--- src/rtl/sift_pkg.sv ---
// Shared types and constants for the SIFT keypoint pipeline.
// Covers the DoG sample type, the extrema-detector FSM states and the default contrast threshold.
package sift_pkg;

    localparam int DOG_W      = 9;
    localparam int THRESH_DEF = 8;

    typedef logic signed [DOG_W-1:0] dog_t;

    typedef enum logic [1:0] {
        ST_IDLE,
        ST_RUN,
        ST_FLUSH,
        ST_DONE
    } state_t;

endpackage

--- src/rtl/dog_line_buffer.sv ---
// Two-row DoG line store: one word per column packs {row y-2, row y-1}.
// The read happens before the write, so an accepted sample at column x returns the two rows above it.
module dog_line_buffer
    import sift_pkg::*;
#(
    parameter int WIDTH = 128,
    parameter int AW    = $clog2(WIDTH)
) (
    input  logic          clk,
    input  logic          wr_en,
    input  logic [AW-1:0] addr,
    input  dog_t          din,
    output dog_t          row1,
    output dog_t          row2
);

    logic [2*DOG_W-1:0] mem [WIDTH];
    logic [2*DOG_W-1:0] rd;

    assign rd   = mem[addr];
    assign row1 = rd[DOG_W-1:0];
    assign row2 = rd[2*DOG_W-1:DOG_W];

    // Row y-1 ages into the y-2 slot, and the new sample becomes row y-1 for the next line.
    always_ff @(posedge clk) begin
        if (wr_en) begin
            mem[addr] <= {row1, din};
        end
    end

endmodule

--- src/rtl/dog_extrema_detect.sv ---
// Streaming 3x3 strict local-extremum detector on the signed DoG raster stream.
// Interior pixels that clear the contrast threshold are emitted as keypoint candidates.
module dog_extrema_detect
    import sift_pkg::*;
#(
    parameter int WIDTH  = 128,
    parameter int HEIGHT = 128,
    parameter int THRESH = THRESH_DEF
) (
    input  logic                      clk,
    input  logic                      rst,
    input  logic                      start,
    input  dog_t                      dog_pixel,
    input  logic                      dog_valid,
    output logic                      kp_valid,
    output logic [$clog2(WIDTH)-1:0]  kp_x,
    output logic [$clog2(HEIGHT)-1:0] kp_y,
    output dog_t                      kp_value,
    output logic                      kp_is_max,
    output logic [15:0]               kp_count,
    output logic                      done
);

    localparam int XW = $clog2(WIDTH);
    localparam int YW = $clog2(HEIGHT);
    localparam logic [DOG_W-1:0] THRESH_U = DOG_W'(THRESH);
    localparam logic [XW-1:0]    X_LAST   = XW'(WIDTH - 1);
    localparam logic [YW-1:0]    Y_LAST   = YW'(HEIGHT - 1);

    function automatic logic [DOG_W-1:0] abs_mag(input dog_t v);
        return v[DOG_W-1] ? DOG_W'(-v) : DOG_W'(v);
    endfunction

    state_t        state;
    logic          flush_cnt;
    logic [XW-1:0] col, col_base;
    logic [YW-1:0] row, row_base;
    logic          accept, last_px, interior;
    dog_t          row1, row2;
    dog_t          win_p0   [3][3];
    dog_t          win_base [3][3];
    logic          vld_p0;
    logic [XW-1:0] cx_p0;
    logic [YW-1:0] cy_p0;
    logic          is_max, is_min, kp_hit;

    // A start pulse rebases the frame in the same cycle, so a coincident sample lands at (0,0).
    always_comb begin
        col_base = start ? '0 : col;
        row_base = start ? '0 : row;
        accept   = dog_valid && (start || state == ST_RUN);
        last_px  = accept && (col_base == X_LAST) && (row_base == Y_LAST);
        interior = (col_base >= XW'(2)) && (row_base >= YW'(2));
        for (int r = 0; r < 3; r++) begin
            for (int c = 0; c < 3; c++) begin
                win_base[r][c] = start ? '0 : win_p0[r][c];
            end
        end
    end

    dog_line_buffer #(
        .WIDTH (WIDTH)
    ) u_line_buffer (
        .clk   (clk),
        .wr_en (accept),
        .addr  (col_base),
        .din   (dog_pixel),
        .row1  (row1),
        .row2  (row2)
    );

    // p0: window capture; column 2 is the newest column (x), centre sits at (x-1, y-1).
    always_ff @(posedge clk) begin
        if (accept) begin
            for (int r = 0; r < 3; r++) begin
                win_p0[r][0] <= win_base[r][1];
                win_p0[r][1] <= win_base[r][2];
            end
            win_p0[0][2] <= row2;
            win_p0[1][2] <= row1;
            win_p0[2][2] <= dog_pixel;
            cx_p0        <= col_base - 1'b1;
            cy_p0        <= row_base - 1'b1;
        end else if (start) begin
            for (int r = 0; r < 3; r++) begin
                for (int c = 0; c < 3; c++) begin
                    win_p0[r][c] <= '0;
                end
            end
        end
    end

    always_comb begin
        is_max = 1'b1;
        is_min = 1'b1;
        for (int r = 0; r < 3; r++) begin
            for (int c = 0; c < 3; c++) begin
                if (!(r == 1 && c == 1)) begin
                    if (win_p0[r][c] >= win_p0[1][1]) is_max = 1'b0;
                    if (win_p0[r][c] <= win_p0[1][1]) is_min = 1'b0;
                end
            end
        end
        kp_hit = vld_p0 && (is_max || is_min) && (abs_mag(win_p0[1][1]) >= THRESH_U);
    end

    // p1: keypoint outputs, counters and frame FSM.
    always_ff @(posedge clk or negedge rst) begin
        if (!rst) begin
            state     <= ST_IDLE;
            flush_cnt <= 1'b0;
            col       <= '0;
            row       <= '0;
            vld_p0    <= 1'b0;
            kp_valid  <= 1'b0;
            kp_x      <= '0;
            kp_y      <= '0;
            kp_value  <= '0;
            kp_is_max <= 1'b0;
            kp_count  <= '0;
            done      <= 1'b0;
        end else begin
            if (start) begin
                state     <= ST_RUN;
                flush_cnt <= 1'b0;
                done      <= 1'b0;
            end else begin
                case (state)
                    ST_IDLE: state <= ST_IDLE;
                    ST_RUN: begin
                        if (last_px) begin
                            state     <= ST_FLUSH;
                            flush_cnt <= 1'b0;
                        end
                    end
                    ST_FLUSH: begin
                        if (flush_cnt) begin
                            state <= ST_DONE;
                            done  <= 1'b1;
                        end else begin
                            flush_cnt <= 1'b1;
                        end
                    end
                    ST_DONE: state <= ST_DONE;
                    default: state <= ST_IDLE;
                endcase
            end

            if (accept) begin
                col <= (col_base == X_LAST) ? '0 : col_base + 1'b1;
                if (col_base == X_LAST) begin
                    row <= (row_base == Y_LAST) ? '0 : row_base + 1'b1;
                end else begin
                    row <= row_base;
                end
            end else if (start) begin
                col <= '0;
                row <= '0;
            end

            vld_p0   <= accept && interior;
            kp_valid <= kp_hit && !start;
            if (kp_hit && !start) begin
                kp_x      <= cx_p0;
                kp_y      <= cy_p0;
                kp_value  <= win_p0[1][1];
                kp_is_max <= is_max;
            end

            if (start) begin
                kp_count <= '0;
            end else if (kp_hit && kp_count != 16'hFFFF) begin
                kp_count <= kp_count + 16'd1;
            end
        end
    end

endmodule

--- config.mk ---
export PLATFORM = sky130hd
export DESIGN_NAME = dog_extrema_detect
export DESIGN_NICKNAME = d
export VERILOG_FILES = /design/src/rtl/sift_pkg.sv /design/src/rtl/dog_line_buffer.sv /design/src/rtl/dog_extrema_detect.sv
export SDC_FILE = /design/constraint.sdc
export NUM_CORES = 2
export LEC_CHECK = 0
export ABC_AREA = 1
export ABC_CLOCK_PERIOD_IN_PS = 7600
export BUFFER_PORTS_ARGS = -buffer_cell sky130_fd_sc_hd__buf_2
export CAP_MARGIN = 20
export CORE_AREA = 3 3 555 557
export CTS_CLUSTER_DIAMETER = 200
export DETAILED_ROUTE_END_ITERATION = 12
export DIE_AREA = 0 0 558 560
export PLACE_DENSITY = 0.45
export SLEW_MARGIN = 20
export SYNTH_ARGS = -nofsm -noshare
export SYNTH_HDL_FRONTEND = slang
export SYNTH_SLANG_ARGS = --single-unit
--- constraint.sdc ---
create_clock -name clk -period 7.6 [get_ports clk]
set_input_delay 1.14 -clock clk [delete_from_list [all_inputs] [get_ports clk]]
set_output_delay 1.14 -clock clk [all_outputs]
set_load 0.01 [all_outputs]
* After elaboration in Yosys (flattened, before gate mapping)
Memories as Yosys holds them, arrays and structs flattened. Cells that the tools add are included.
Storage, ports and cells: register bits 74, bits in writable memories 2385, output and inout bits 42, memories 2
Cells by class: $add $sub $neg 6, $lt $le $gt $ge 19, equal/unequal tests 8, mux-type cells 56, bitwise gates (word level) 9, reduce and logical (&&, ||, !) cells 20
Memory list:
- u_line_buffer.mem | words 128, width 18, rd ports 1, clocked after memory_dff 0, write ports 1, RTL line dog_line_buffer.sv:17 | logic [2*DOG_W-1:0] mem [WIDTH];
- win_p0 | words 3, width 27, rd ports 3, clocked after memory_dff 0, write ports 3, RTL line dog_extrema_detect.sv:40 | dog_t win_p0 [3][3];
Operator list (count):
- 2-to-1 mux 9 bit | 16
- >= comparator 9 bit | 8
- less-or-equal comparator 9 bit | 8
- 2-to-1 mux 7 bit | 7
- 2-to-1 mux 16 bit | 2
- 2-to-1 mux 1 bit | 26
- adder 16 x 1 -> 16 bit (second input constant) | 1
- != test 16 bit (second input constant) | 1
- adder 7 x 1 -> 7 bit (second input constant) | 2
- equality test 7 bit (second input constant) | 2
- >= comparator 7 x 2 -> 1 bit (second input constant) | 2
- subtractor 7 x 1 -> 7 bit (second input constant) | 2
- >= comparator 9 x 4 -> 1 bit (second input constant) | 1
- logical AND 1 bit | 9
- negator 9 bit | 1
- bitwise OR 1 bit | 9
- one-hot mux 2 bit (4 select lines) | 1
- 2-to-1 mux 2 bit | 3
- != test 3 bit (second input constant) | 2
- AND reduction 2 bit | 3
- nonzero test 2 bit | 3
- equality test 2 bit (second input constant) | 2
- nonzero test 3 bit | 1
- equality test 2 x 1 -> 1 bit (second input constant) | 1
- 4 further kinds | 5

* Logic depth before layout (Yosys ltp)
An unclocked memory read counts as a cell.
depth after elaboration 16, gate-level depth with buffers 20, gate-level depth less buffers 19

* Modules after synthesis
From an unflattened synthesis, not the netlist that was laid out.
Unflattened totals: cell total of the unflattened synthesis 10738, area, all modules 106017.9 um2
By module, submodules not included:
- dog_line_buffer | times used 1, cells each 9654, area each 97293.3 um2, seq. area each 69186.4 um2
- dog_extrema_detect | times used 1, cells each 1084, area each 8724.6 um2, seq. area each 3903.7 um2

* Worst setup path after synthesis
No wires, ideal clock.
kind in2reg, start point in start, end point mem u_line_buffer.mem[0][12] in the netlist's numbering, data pin, arrival time 4.058 ns, data required time 7.089 ns, path slack 3.031 ns, cell stages on the path 13, path buffers 4, cells stage by stage buf_6 nor2_2 buf_4 buf_2 buf_2 nand2_1 a21oi_1 o21ai_0 a21oi_1 nor2_1 a21oi_1 nand2_1 nand2_1
On the way: word-level cells in the longest chain between the ends 2
Ends and longest elaborated chain:
- start, declared | RTL line dog_extrema_detect.sv:12 | input logic start,
- 2-to-1 mux 7 bit
- memory read (128 x 18 bit)
- net row1[3] | RTL line dog_extrema_detect.sv:39 | dog_t row1, row2;
- end, declared | RTL line dog_line_buffer.sv:17
The timed path passes the listed nets, and every way through them passes these cells.

* Worst setup path in the final report
start point reg col[0], end point mem u_line_buffer.mem[59][12] in the netlist's numbering, data pin
On the way: word-level cells in the longest chain between the ends 2
Ends and longest elaborated chain:
- start, declared | RTL line dog_extrema_detect.sv:36 | logic [XW-1:0] col, col_base;
- start signal, assigned | RTL line dog_extrema_detect.sv:150 | col <= (col_base == X_LAST) ? '0 : col_base + 1'b1;
- 2-to-1 mux 7 bit
- memory read (128 x 18 bit)
- net row1[3] | RTL line dog_extrema_detect.sv:39
The timed path passes the listed nets, and every way through them passes these cells.

==> impl_metrics.yaml <==
outcome:
  status: "completed"
timing:
  setup_tns_ps: 0
  worst_slack_ps: 1709
  max_freq_mhz: 169.8
  finalCriticalPeriod_ps: 5891
  grt_setup_unrepaired: "false"
  hold_viol: 0
  setup_viol: 0
  drv_slew: 0
  period_share_pct: 77.51
  worst_pin_slew_ps: 1187
  clock_skew_ps: 70.00
  relSlewSlack_pct: 20.80
logic_synthesis:
  async_flop_share_pct: 2.440
  synth.avg_cell_area_um2: 12.56
  synth-main-ff-cell: "edfxtp_1"
  synth_cell_type_count: 49
  syn-num-nets: 7809
  synth_edf_count: 2354
  synth_cells: 7717
  seq_area_frac_synth_pct: 75.40
  synth_seq_cells: 2459
  syn_area_um2: 96930
  yosysWarnings: 0
drt:
  drt_iter0_drc: 7350
  drcViolationCount: 0
  vias: 63380
  dr.pass1.iters: 6
  wire_per_inst_um: 28.67
  postRouteAntennaNets: 0
  wirelength_um: 347800
  vias_per_cell: 5.224
placement:
  pre_cts_slack_ps: 1106
  place_area_um2: 103600
  port_buffers: 54
  gp_congestion: 0.8292
  hpwl_um: 197000
floorplanning:
  die_width_um: 558
  fp.coreArea_um2: 303000
  die-area_um2: 312500
  io_pins: 55
  die_y_um: 560
  rows: 202
  floorplan.initialDensity_pct: 31.99
cts:
  cts_resized: 0
  cts_hold_buf: 0
  clockBufferDepth: 4
  tritoncts: "yes"
  clk_pin_slew_worst_paths_ps: 60
  cts_sinks: 2459
  cts_inserted_buffers: 278
  clkLatencyLatePin_ps: 870
  cts-root-buf: "clkbuf_16"
  htree_levels: 5
  cts_setup_buffers: 0
setup_path:
  end_kind: "flop"
  path_class: "reg2reg"
  startpoint_type: "flop"
  required_ps: 8230
  crit_fanout: 138
  worstPathArrival_ps: 6520
layout:
  fin_area_um2: 112400
  nets: 8042
  drive_gt1_share_pct: 11.19
  area_growth_syn_to_layout_pct: 15.93
power_and_ir_drop:
  finalPower_w: 0.03067
  power.density_nw_per_um2: 272.9
  vdd_ir_drop_max_mv: 0.1689
  p_leak_nw: 38.28
global_route:
  antenna_found_initial: 12
  grt.total_usage_pct: 21.73
  grt_max_degree: 139
  grt_pass1_vias: 60960
  grt_pass1_wl_um: 484600
  overflow: 0
job:
  maxCapViolations: 0
worst_hold_path:
  hp-class: "in2async"
## critical path, cell delays in order, from the launching register on
cell     delay [ps]
dfrtp_1         790
inv_2           460
nor2_4          270
buf_12          380
buf_12          530
nand2_1         110
a21oi_1         170
o21ai_0         190
buf_4           220
a21oi_1         490
nor2_1          140
a21oi_1         440
nand2_1         240
nand2_4         630
buf_4           390
## synthesized netlist by cell type, types with 48 or more instances
| cell type | number | area (um^2) |
|---|---|---|
| o21ai_0 | 512 | 2562 |
| inv_1 | 218 | 818.3 |
| nand2_1 | 2051 | 7699 |
| o211ai_1 | 48 | 360.4 |
| clkbuf_1 | 163 | 611.8 |
| edfxtp_1 | 2354 | 70690 |
| dfrtp_1 | 60 | 1501 |
| buf_2 | 175 | 875.8 |
| nand4_1 | 222 | 1389 |
| a21oi_1 | 229 | 1146 |
| nand3_1 | 330 | 1652 |
| ha_1 | 79 | 988.5 |
| o21ai_1 | 70 | 350.3 |
| nor2_1 | 845 | 3172 |
## worst paths after layout
kind                            startpoint                        end  cells past startpoint  slack, ps
worst max register to register      col[0]  u_line_buffer.mem[59][12]                     14       1710
max in group asynchronous              rst                kp_count[7]                      2       6420
worst min-delay path                   rst                     col[2]                      1        170
worst min register to register    cy_p0[5]                    kp_y[5]                      2        440
min in group clk                  cy_p0[5]                    kp_y[5]                      2        440
worst max-delay path                col[0]  u_line_buffer.mem[59][12]                     14       1710
## flip-flops by register name (all words and copies together), names as in the netlist, 2 cells and up
signal / cells
state: 2
kp_value: 9
kp_x: 7
kp_count: 16
cy_p0: 7
kp_y: 7
u_line_buffer.mem: 2304
win_p0: 81
row: 7
col: 7
cx_p0: 7
## power breakdown
part / internal, W / leakage, nW / total, W / switching (W)
clock network: 0.00764 / 4.27 / 0.0131 / 0.00550
registers: 0.0152 / 22.4 / 0.0153 / 0.0000651
logic: 0.000475 / 11.6 / 0.00227 / 0.00179
## layout by cell type (no fill, tap or decap), types with 14 or more instances in the layout
cell type	synthesis	layout
buf_12	0	39
a21oi_1	229	229
buf_2	175	44
inv_1	218	213
ha_1	79	79
nand2_1	2051	2038
clkinv_1	4	51
nand3_1	330	330
nor2_4	6	24
o21ai_1	70	70
dfrtp_1	60	60
nor2_1	845	712
o31ai_1	14	14
clkbuf_1	163	51
o221ai_1	14	14
a22oi_1	19	19
dfxtp_1	45	45
clkbuf_16	0	285
o22ai_1	46	46
o211ai_1	48	48
nor2_2	7	122
clkinv_2	0	41
buf_4	31	257
nand3b_1	21	21
o2111ai_1	16	16
o21ai_0	512	512
bufinv_16	0	21
edfxtp_1	2354	2354
nor3_1	25	17
nand4_1	222	222
o21a_1	18	18
## routing by layer
| layer | up-vias | share of wire (%) | GRT usage [%] |
|---|---|---|---|
| met3 | 526 | 6.8 | 3.068 |
| met4 | 4 | 3.6 | 7.008 |
| li1 | 27910 | - | - |
| met5 | - | 0.0078 | 0 |
| met1 | 32460 | 44 | 30.58 |
| met2 | 2477 | 46 | 34.56 |
## area by class of cell
class | instances | area, um^2
Clock inverter | 136 | 1345
Inverter | 227 | 864.6
Antenna cell | 6 | 15.01
Timing Repair Buffer | 341 | 2958
Clock buffer | 341 | 7392
Fill cell | 28920 | 190700
Tap cell | 3978 | 4977
Sequential cell | 2459 | 73090
Multi-Input combinational cell | 4643 | 21740
## cell families (layout without fill, tap and decap cells)
group | count (synthesis) | in the layout | synth area share, %
compound gates | 1020 | 1020 | 5.806
other cells | 0 | 6 | 0
flops | 2459 | 2459 | 75.40
buf+inv | 615 | 1045 | 2.735
xor+xnor | 13 | 13 | 0.1175
fa+ha+maj | 79 | 79 | 1.020
simple gates | 3531 | 3531 | 14.92
## through the flow
step	util, %	hold WS [ps]	cells
4_1_cts	37.08	109.9	12130
3_5_place_dp	34.20	431.8	11650
6_report	37.08	171.4	12130
3_3_place_gp	34.18	427.4	11650
5_1_grt	37.08	132.9	12130
2_1_floorplan	-	418.4	7717
No activity file was read; power rests on OpenSTA's default activity.
